`src/rtl/poly_mem_pkg.sv`:
```
// Shared definitions for the polynomial memory clients.
//   KYBER_Q        : ML-KEM modulus
//   unpack_state_t : unpack writer FSM states
//   bank_w()       : bank-select width for a given bank count (minimum 1 bit)
package poly_mem_pkg;

    localparam int KYBER_Q = 3329;

    typedef enum logic [1:0] {
        IDLE  = 2'd0,
        FILL  = 2'd1,
        WRITE = 2'd2
    } unpack_state_t;

    function automatic int bank_w(input int num_banks);
        return (num_banks > 1) ? $clog2(num_banks) : 1;
    endfunction

endpackage

```
`src/rtl/poly_unpack_writer_if.sv`:
```
// Pack/Unpack write port of the polynomial memory.
//   pu_req   : write request (master -> memory)
//   pu_bank  : target bank
//   pu_we    : write enable, mirrors pu_req for a write-only client
//   pu_addr  : coefficient index
//   pu_wdata : coefficient, zero-extended to the word width
//   pu_stall : same-cycle reject from the memory arbiter (memory -> master)
interface poly_unpack_writer_if #(
    parameter int BANK_W = 2,
    parameter int ADDR_W = 8,
    parameter int W      = 16
);

    logic              pu_req;
    logic [BANK_W-1:0] pu_bank;
    logic              pu_we;
    logic [ADDR_W-1:0] pu_addr;
    logic [W-1:0]      pu_wdata;
    logic              pu_stall;

    modport master (
        output pu_req, pu_bank, pu_we, pu_addr, pu_wdata,
        input  pu_stall
    );

    modport slave (
        input  pu_req, pu_bank, pu_we, pu_addr, pu_wdata,
        output pu_stall
    );

endinterface

```
`src/rtl/poly_unpack_writer_byte_bit_accum.sv`:
```
// LSB-first bit accumulator for ByteDecode.
//   clr_i           : clear accumulator and bit count
//   push_i          : append push_data_i above the bits already held
//   pop_i           : drop the lowest D bits
//   raw_next_o      : lowest D bits of the accumulator after this cycle's update
//   has_coef_next_o : bit count after this cycle's update is >= D
// Only one of clr/push/pop acts per cycle, in that priority order. The
// look-ahead outputs let the owner register the next coefficient on the same
// edge that makes it available.
module byte_bit_accum #(
    parameter int D     = 12,
    parameter int ACC_W = D + 7,
    parameter int CNT_W = $clog2(D + 8)
) (
    input  logic         clk,
    input  logic         rst_n,
    input  logic         clr_i,
    input  logic         push_i,
    input  logic [7:0]   push_data_i,
    input  logic         pop_i,
    output logic [D-1:0] raw_next_o,
    output logic         has_coef_next_o
);

    logic [ACC_W-1:0] acc_q, acc_d;
    logic [CNT_W-1:0] cnt_q, cnt_d;

    always_comb begin
        acc_d = acc_q;
        cnt_d = cnt_q;
        if (clr_i) begin
            acc_d = '0;
            cnt_d = '0;
        end else if (push_i) begin
            // Pushes only happen while cnt < D, so the shifted byte fits.
            acc_d = acc_q | (ACC_W'(push_data_i) << cnt_q);
            cnt_d = cnt_q + CNT_W'(8);
        end else if (pop_i) begin
            acc_d = acc_q >> D;
            cnt_d = cnt_q - CNT_W'(D);
        end
    end

    assign raw_next_o      = acc_d[D-1:0];
    assign has_coef_next_o = (cnt_d >= CNT_W'(D));

    always_ff @(posedge clk or negedge rst_n) begin
        if (!rst_n) begin
            acc_q <= '0;
            cnt_q <= '0;
        end else begin
            acc_q <= acc_d;
            cnt_q <= cnt_d;
        end
    end

endmodule

```
`src/rtl/poly_unpack_writer.sv`:
```
// ByteDecode_D unpacker feeding the polynomial memory write port.
//   start/bank_sel     : begin a run into the selected bank (IDLE only)
//   abort              : abandon the current run
//   in_valid/in_data   : encoded byte stream, accepted when in_ready is high
//   pu                 : memory write port (master side)
//   busy/done          : run in progress / one-cycle completion pulse
//   range_err          : sticky, a raw 12-bit coefficient was >= Q
// All pu_* outputs come straight from registers; the coefficient presented
// next is computed from the accumulator look-ahead and loaded on the edge
// that enters (or stays in) WRITE. pu_stall only steers the next state.
module poly_unpack_writer
    import poly_mem_pkg::*;
#(
    parameter int NUM_BANKS = 4,
    parameter int N         = 256,
    parameter int W         = 16,
    parameter int ADDR_W    = $clog2(N),
    parameter int D         = 12,
    parameter int Q         = KYBER_Q
) (
    input  logic                          clk,
    input  logic                          rst_n,
    input  logic                          start,
    input  logic                          abort,
    input  logic [bank_w(NUM_BANKS)-1:0]  bank_sel,
    input  logic                          in_valid,
    input  logic [7:0]                    in_data,
    output logic                          in_ready,
    poly_unpack_writer_if.master          pu,
    output logic                          busy,
    output logic                          done,
    output logic                          range_err
);

    localparam int BANK_W = bank_w(NUM_BANKS);

    localparam logic [1:0] S_IDLE  = IDLE;
    localparam logic [1:0] S_FILL  = FILL;
    localparam logic [1:0] S_WRITE = WRITE;

    if (D < 1 || D > 12 || ((N * D) % 8) != 0) begin : g_param_err
        $error("poly_unpack_writer: D must be 1..12 and N*D a multiple of 8");
    end

    logic [1:0]        state_q, state_d;
    logic [ADDR_W-1:0] addr_q, addr_d;
    logic [BANK_W-1:0] bank_q, bank_d;
    logic              busy_q, busy_d;
    logic              done_q, done_d;
    logic              range_err_q, range_err_d;
    logic              req_q, req_d;
    logic [W-1:0]      wdata_q, wdata_d;
    logic              ge_q_q, ge_q_d;    // presented coefficient was reduced

    logic              clr, push, pop, accept;
    logic [D-1:0]      raw_next;
    logic              has_coef_next;
    logic [W-1:0]      raw_w, coef_next;
    logic              raw_ge_q;

    byte_bit_accum #(.D(D)) u_accum (
        .clk             (clk),
        .rst_n           (rst_n),
        .clr_i           (clr),
        .push_i          (push),
        .push_data_i     (in_data),
        .pop_i           (pop),
        .raw_next_o      (raw_next),
        .has_coef_next_o (has_coef_next)
    );

    assign raw_w = W'(raw_next);

    // raw <= 4095 < 2Q, so one conditional subtract fully reduces.
    if (D == 12) begin : g_reduce
        assign raw_ge_q  = (raw_w >= W'(Q));
        assign coef_next = raw_ge_q ? (raw_w - W'(Q)) : raw_w;
    end else begin : g_no_reduce
        assign raw_ge_q  = 1'b0;
        assign coef_next = raw_w;
    end

    assign in_ready = (state_q == S_FILL);
    assign push     = in_valid && in_ready;
    assign accept   = req_q && !pu.pu_stall;

    always_comb begin
        state_d     = state_q;
        addr_d      = addr_q;
        bank_d      = bank_q;
        busy_d      = busy_q;
        done_d      = 1'b0;
        range_err_d = range_err_q;
        req_d       = req_q;
        wdata_d     = wdata_q;
        ge_q_d      = ge_q_q;
        clr         = 1'b0;
        pop         = 1'b0;

        case (state_q)
            S_IDLE: begin
                if (start && !abort) begin
                    state_d     = S_FILL;
                    bank_d      = bank_sel;
                    addr_d      = '0;
                    clr         = 1'b1;
                    range_err_d = 1'b0;
                    busy_d      = 1'b1;
                end
            end

            S_FILL: begin
                if (abort) begin
                    state_d = S_IDLE;
                    busy_d  = 1'b0;
                end else if (push && has_coef_next) begin
                    state_d = S_WRITE;
                    req_d   = 1'b1;
                    wdata_d = coef_next;
                    ge_q_d  = raw_ge_q;
                end
            end

            S_WRITE: begin
                // An unstalled write lands even in the abort cycle, so its
                // side effects are committed regardless of abort.
                if (accept) begin
                    pop = 1'b1;
                    if (ge_q_q) begin
                        range_err_d = 1'b1;
                    end
                end
                if (abort) begin
                    state_d = S_IDLE;
                    busy_d  = 1'b0;
                    req_d   = 1'b0;
                end else if (accept) begin
                    if (addr_q == ADDR_W'(N - 1)) begin
                        state_d = S_IDLE;
                        req_d   = 1'b0;
                        busy_d  = 1'b0;
                        done_d  = 1'b1;
                    end else begin
                        addr_d = addr_q + 1'b1;
                        if (has_coef_next) begin
                            // Enough bits left for another coefficient
                            // without fetching a byte.
                            wdata_d = coef_next;
                            ge_q_d  = raw_ge_q;
                        end else begin
                            state_d = S_FILL;
                            req_d   = 1'b0;
                        end
                    end
                end
            end

            default: begin
                state_d = S_IDLE;
                busy_d  = 1'b0;
                req_d   = 1'b0;
            end
        endcase
    end

    always_ff @(posedge clk or negedge rst_n) begin
        if (!rst_n) begin
            state_q     <= S_IDLE;
            addr_q      <= '0;
            bank_q      <= '0;
            busy_q      <= 1'b0;
            done_q      <= 1'b0;
            range_err_q <= 1'b0;
            req_q       <= 1'b0;
            wdata_q     <= '0;
            ge_q_q      <= 1'b0;
        end else begin
            state_q     <= state_d;
            addr_q      <= addr_d;
            bank_q      <= bank_d;
            busy_q      <= busy_d;
            done_q      <= done_d;
            range_err_q <= range_err_d;
            req_q       <= req_d;
            wdata_q     <= wdata_d;
            ge_q_q      <= ge_q_d;
        end
    end

    assign pu.pu_req   = req_q;
    assign pu.pu_we    = req_q;
    assign pu.pu_bank  = bank_q;
    assign pu.pu_addr  = addr_q;
    assign pu.pu_wdata = wdata_q;

    assign busy      = busy_q;
    assign done      = done_q;
    assign range_err = range_err_q;

endmodule

```
`src/flat_wrapper.sv`:
```
// flat-port wrapper written by rule: the top's interface ports become plain ports
module poly_unpack_writer_flat import poly_mem_pkg::*;
#(
    parameter int NUM_BANKS = 4,
    parameter int N         = 256,
    parameter int W         = 16,
    parameter int ADDR_W    = $clog2(N),
    parameter int D         = 12,
    parameter int Q         = KYBER_Q
)
  (clk, rst_n, start, abort, bank_sel, in_valid, in_data, in_ready, busy, done, range_err, pu_pu_req, pu_pu_bank, pu_pu_we, pu_pu_addr, pu_pu_wdata, pu_pu_stall);
  poly_unpack_writer_if #(.BANK_W(2), .ADDR_W(ADDR_W), .W(W)) pu_i ();
  input  logic clk;
  input  logic rst_n;
  input  logic start;
  input  logic abort;
  input  logic [bank_w(NUM_BANKS)-1:0] bank_sel;
  input  logic in_valid;
  input  logic [7:0] in_data;
  output logic in_ready;
  output logic busy;
  output logic done;
  output logic range_err;
  output wire logic [$bits(pu_i.pu_req)-1:0] pu_pu_req;
  output wire logic [$bits(pu_i.pu_bank)-1:0] pu_pu_bank;
  output wire logic [$bits(pu_i.pu_we)-1:0] pu_pu_we;
  output wire logic [$bits(pu_i.pu_addr)-1:0] pu_pu_addr;
  output wire logic [$bits(pu_i.pu_wdata)-1:0] pu_pu_wdata;
  input wire logic [$bits(pu_i.pu_stall)-1:0] pu_pu_stall;
  assign pu_pu_req = pu_i.pu_req;
  assign pu_pu_bank = pu_i.pu_bank;
  assign pu_pu_we = pu_i.pu_we;
  assign pu_pu_addr = pu_i.pu_addr;
  assign pu_pu_wdata = pu_i.pu_wdata;
  assign pu_i.pu_stall = pu_pu_stall;
  poly_unpack_writer #(.NUM_BANKS(NUM_BANKS), .N(N), .W(W), .ADDR_W(ADDR_W), .D(D), .Q(Q)) u_core (.clk(clk), .rst_n(rst_n), .start(start), .abort(abort), .bank_sel(bank_sel), .in_valid(in_valid), .in_data(in_data), .in_ready(in_ready), .pu(pu_i), .busy(busy), .done(done), .range_err(range_err));
endmodule
```
`config.mk`:
```
export PLATFORM = sky130hd
export DESIGN_NAME = poly_unpack_writer_flat
export DESIGN_NICKNAME = d
export VERILOG_FILES = /design/src/rtl/poly_mem_pkg.sv /design/src/rtl/poly_unpack_writer_if.sv /design/src/rtl/poly_unpack_writer_byte_bit_accum.sv /design/src/rtl/poly_unpack_writer.sv /design/src/flat_wrapper.sv
export SDC_FILE = /design/constraint.sdc
export NUM_CORES = 1
export LEC_CHECK = 0
export CELL_PAD_IN_SITES_DETAIL_PLACEMENT = 2
export CELL_PAD_IN_SITES_GLOBAL_PLACEMENT = 2
export CORE_MARGIN = 10
export CORE_UTILIZATION = 35
export DETAILED_ROUTE_END_ITERATION = 10
export DONT_BUFFER_PORTS = 1
export GPL_TIMING_DRIVEN = 0
export PLACE_DENSITY = 0.77
export SLEW_MARGIN = 20
export SYNTH_ARGS = -nofsm -noshare
export SYNTH_HDL_FRONTEND = slang
export SYNTH_SLANG_ARGS = --single-unit
```
`constraint.sdc`:
```
create_clock -name clk -period 3.85 [get_ports clk]
set_input_delay 0.77 -clock clk [delete_from_list [all_inputs] [get_ports clk]]
set_output_delay 0.77 -clock clk [all_outputs]
set_load 0.03 [all_outputs]
```
==> impl_metrics.csv <==
group,metric,value,unit
yosys,ys_warn_count,0,
grt,grt-ovfl-total,0,
clock_network,clockRootBuffer,"clkbuf_8",
timing,finalHoldViolCount,0,
clock_network,postCtsSetupRepairBufs,0,
placed_design,portBuffers,0,
pwr,clock_power_share,16.6,%
yosys,syn_area_per_cell,9.30,um2
layout,fin_area,3530,um2
clock_network,cts_hold_buf,0,
detailed_routing,wl_per_cell,21.5,um
yosys,synthesis.area,3280,um2
placed_design,dp_slack,0.449,ns
hold_path,hold_path_class,"input port to asynchronous set/reset pin",
clock_network,clock-sinks,54,
flow_run,maxCapViolCount,0,
worst_setup_path,rr_worst_depth,10,
worst_setup_path,path_class,"flop to flop",
timing,worstMarginPinSlew,0.880,ns
yosys,yosysUniqueCellTypes,64,
pwr,switching_power,1.12,mW
timing,rsz0062_at_grt,"no",
grt,grtUsageTotal,15.5,%
detailed_routing,dr_total_vias,2668,
worst_setup_path,r2r-start,"u_core.pu.pu_req",
yosys,synth-seq-area-share,41.2,%
pwr,seq_power_share,42.0,%
layout,fillers,1052,
worst_setup_path,crit_arrival,3.46,ns
yosys,synth_fp_nets,372,
worst_setup_path,critPathLaunchType,"flop",
timing,slew_headroom,40.9,%
pwr,switching_share,46.2,%
detailed_routing,antenna_left,0,
clock_network,clk_latency,0.32,ns
detailed_routing,routed_wl,10100,um
grt,grt_pass1_vias,2998,
worst_setup_path,timing.reg2reg.setup_slack,0.61,ns
layout,drive_above_1_share,15.6,%
clock_network,cts_tree,"yes",
clock_network,cts_max_level,2,
placed_design,dp_hpwl,7650,um
grt,antenna_found_initial,0,
floorplan,die_h,117,um
worst_setup_path,worst-path-max-fanout,10,
detailed_routing,drcViolationCount,0,
pwr,p_per_area,689,nW/um2
status,outcome,"completed",
floorplan,std_cell_rows,35,
pwr,vdd_drop_max,300,uV
worst_setup_path,crit_required,4.07,ns
floorplan,start_util,35.7,%
floorplan,coreArea,9200,um2
yosys,yosys_most_used_dff,"dfrtp_1",
pwr,intPower,1.31,mW
grt,grt_max_degree,55,
timing,fin_setup_tns,0,ns
layout,synthToLayoutAreaGrowth,7.66,%
timing,final.setup_skew,0.0126,ns
clock_network,clk_pin_slew,0.11,ns
yosys,synthCells,353,
timing,layout_setup_ws,0.615,ns
clock_network,cts_buffers,5,
pwr,leakagePower,1.54,nW
worst_setup_path,r2r_end,"u_core.pu.pu_wdata[4]",
detailed_routing,firstDrtPassIters,4,
pwr,pwr-share-comb,41.3,%
yosys,synth_edf_count,0,
layout,num_antenna_cells,0,
worst_setup_path,cp-end-kind,"flop",
floorplan,io_pins,48,
placed_design,gp_congestion,0.837,
yosys,ys_ff_latch,54,
detailed_routing,drt_iter0_drc,78,
timing,period_needed,3.24,ns
yosys,async_reset_ff_share,100,%
floorplan,die_x,117,um
clock_network,cts_resized,0,
floorplan,dieArea,13700,um2
layout,post-route-util,38.4,%
timing,setup_viol,0,
layout,finalNetCount,379,
timing,clock.fmax,0.309,GHz
placed_design,dpl-instance-area,3420,um2
grt,grt_pass1_wl,16700,um
detailed_routing,vias_per_cell,5.66,
clock_network,clk_path_buf_depth,2,
timing,period_share,84.0,%
timing,slew_violations,0,
timing,whs,0.126,ns
[Yosys cell counts (3+ instances only)]
| library cell | count | area share (%) |
|---|---|---|
| nand4_1 | 7 | 1.3 |
| o21ai_0 | 13 | 2.0 |
| nor2b_1 | 6 | 1.1 |
| mux2i_1 | 9 | 2.7 |
| xor2_1 | 6 | 1.6 |
| ha_1 | 3 | 1.1 |
| a31oi_1 | 3 | 0.57 |
| and2_1 | 7 | 1.3 |
| nand2_1 | 48 | 5.5 |
| inv_1 | 9 | 1.0 |
| mux4_2 | 3 | 2.1 |
| dfrtp_1 | 54 | 41 |
| nor3_1 | 10 | 1.5 |
| nand3_1 | 8 | 1.2 |
| buf_4 | 7 | 1.6 |
| o21ai_1 | 8 | 1.2 |
| clkbuf_1 | 7 | 0.80 |
| nor2_1 | 34 | 3.9 |
| a21oi_1 | 24 | 3.7 |
| a22oi_1 | 3 | 0.69 |
| nand2b_1 | 5 | 0.95 |
| a21oi_2 | 3 | 0.80 |
| or3_1 | 4 | 0.76 |
| mux2_2 | 7 | 2.4 |
| o22ai_1 | 4 | 0.76 |
| buf_2 | 9 | 1.4 |
| xnor2_1 | 4 | 1.1 |
[layout make-up]
cell class | instances | area, um2 | share of cell area [%]
Inverter | 11 | 41.3 | 1.17
Clock buffer | 6 | 82.6 | 2.34
Clock inverter | 1 | 30.0 | 0.850
Sequential cell | 54 | 1350 | 38.2
Tap cell | 111 | 139 | 3.93
Multi-Input combinational cell | 264 | 1760 | 49.7
Buffer | 24 | 135 | 3.82
[flip-flops by register name, summed over array words and instances, names as in the netlist]
register,count
u_core.u_accum.cnt_q,5
u_core.state_q,2
u_core.pu.pu_wdata,13
u_core.pu.pu_bank,2
u_core.pu.pu_req,1
u_core.range_err,1
u_core.done,1
u_core.u_accum.acc_q,19
u_core.busy,1
u_core.pu.pu_addr,8
u_core.ge_q_q,1
[layout by cell type, fill, tap and decap left out, types with 5 or more instances in the layout]
cell type | synthesis | layout
a21oi_1 | 24 | 24
and2_1 | 7 | 7
buf_2 | 9 | 9
buf_4 | 7 | 7
clkbuf_1 | 7 | 7
clkbuf_8 | 0 | 6
dfrtp_1 | 54 | 54
inv_1 | 9 | 9
mux2_2 | 7 | 7
mux2i_1 | 9 | 9
nand2_1 | 48 | 48
nand2b_1 | 5 | 5
nand3_1 | 8 | 8
nand4_1 | 7 | 7
nor2_1 | 34 | 34
nor2b_1 | 6 | 6
nor3_1 | 10 | 10
o21ai_0 | 13 | 13
o21ai_1 | 8 | 8
xor2_1 | 6 | 6
[stage by stage]
stage / std cells / power (mW)
after detailed placement: 464 / 2.04
final: 471 / 2.43
after global routing: 471 / 2.63
after global placement: 464 / 1.99
after floorplan: 353 / 1.76
after CTS: 471 / 2.46
[critical path, cell delays in order (launching register included)]
cell and delay, ns:
dfrtp_1 0.61, nand4bb_1 0.23, buf_2 0.27, o21ai_0 0.28, nor3_2 0.08, a22oi_1 0.56, or3_1 0.23, buf_2 0.20
clkbuf_1 0.45, nand2_1 0.12, o31ai_1 0.09
[per-layer routing]
metal,GRT usage (%),vias up,wire length [um]
met2,25.4,36,4910
li1,-,1259,-
met5,0,-,0
met1,20.1,1366,4600
met4,3.38,0,83
met3,3.77,7,550
[power groups by stage]
| stage | Combinational [mW] | Clock [mW] | Sequential, mW |
|---|---|---|---|
| after floorplan | 0.768 | 0 | 0.991 |
| after global placement | 0.961 | 0 | 1.03 |
| after detailed placement | 1.00 | 0 | 1.04 |
| after CTS | 1.01 | 0.419 | 1.03 |
| after global routing | 1.13 | 0.444 | 1.05 |
| final | 1.01 | 0.404 | 1.02 |
[kinds of logic (layout without fill, tap and decap cells)]
kind of cell	count (synthesis)	after routing	share of synthesized area (%)
fa+ha+maj	3	3	1.14
compound gates	86	86	19.3
xor+xnor	10	10	2.67
simple gates	144	144	22.5
flops	54	54	41.2
mux	21	21	7.89
buf+inv	35	42	5.37
[how the worst max path moves through the flow]
stage | end | slack (ns) | start | cells after the start
2_1_floorplan | u_core.pu.pu_wdata[8] | 1.02 | abort | 12
3_3_place_gp | u_core.pu.pu_wdata[7] | 0.58 | pu_pu_stall | 10
3_5_place_dp | u_core.pu.pu_wdata[7] | 0.45 | pu_pu_stall | 10
4_1_cts | u_core.pu.pu_wdata[4] | 0.59 | u_core.pu.pu_req | 10
5_1_grt | u_core.pu.pu_wdata[4] | 0.28 | u_core.pu.pu_req | 10
6_report | u_core.pu.pu_wdata[4] | 0.61 | u_core.pu.pu_req | 10
No activity file was read; power rests on OpenSTA's default activity.
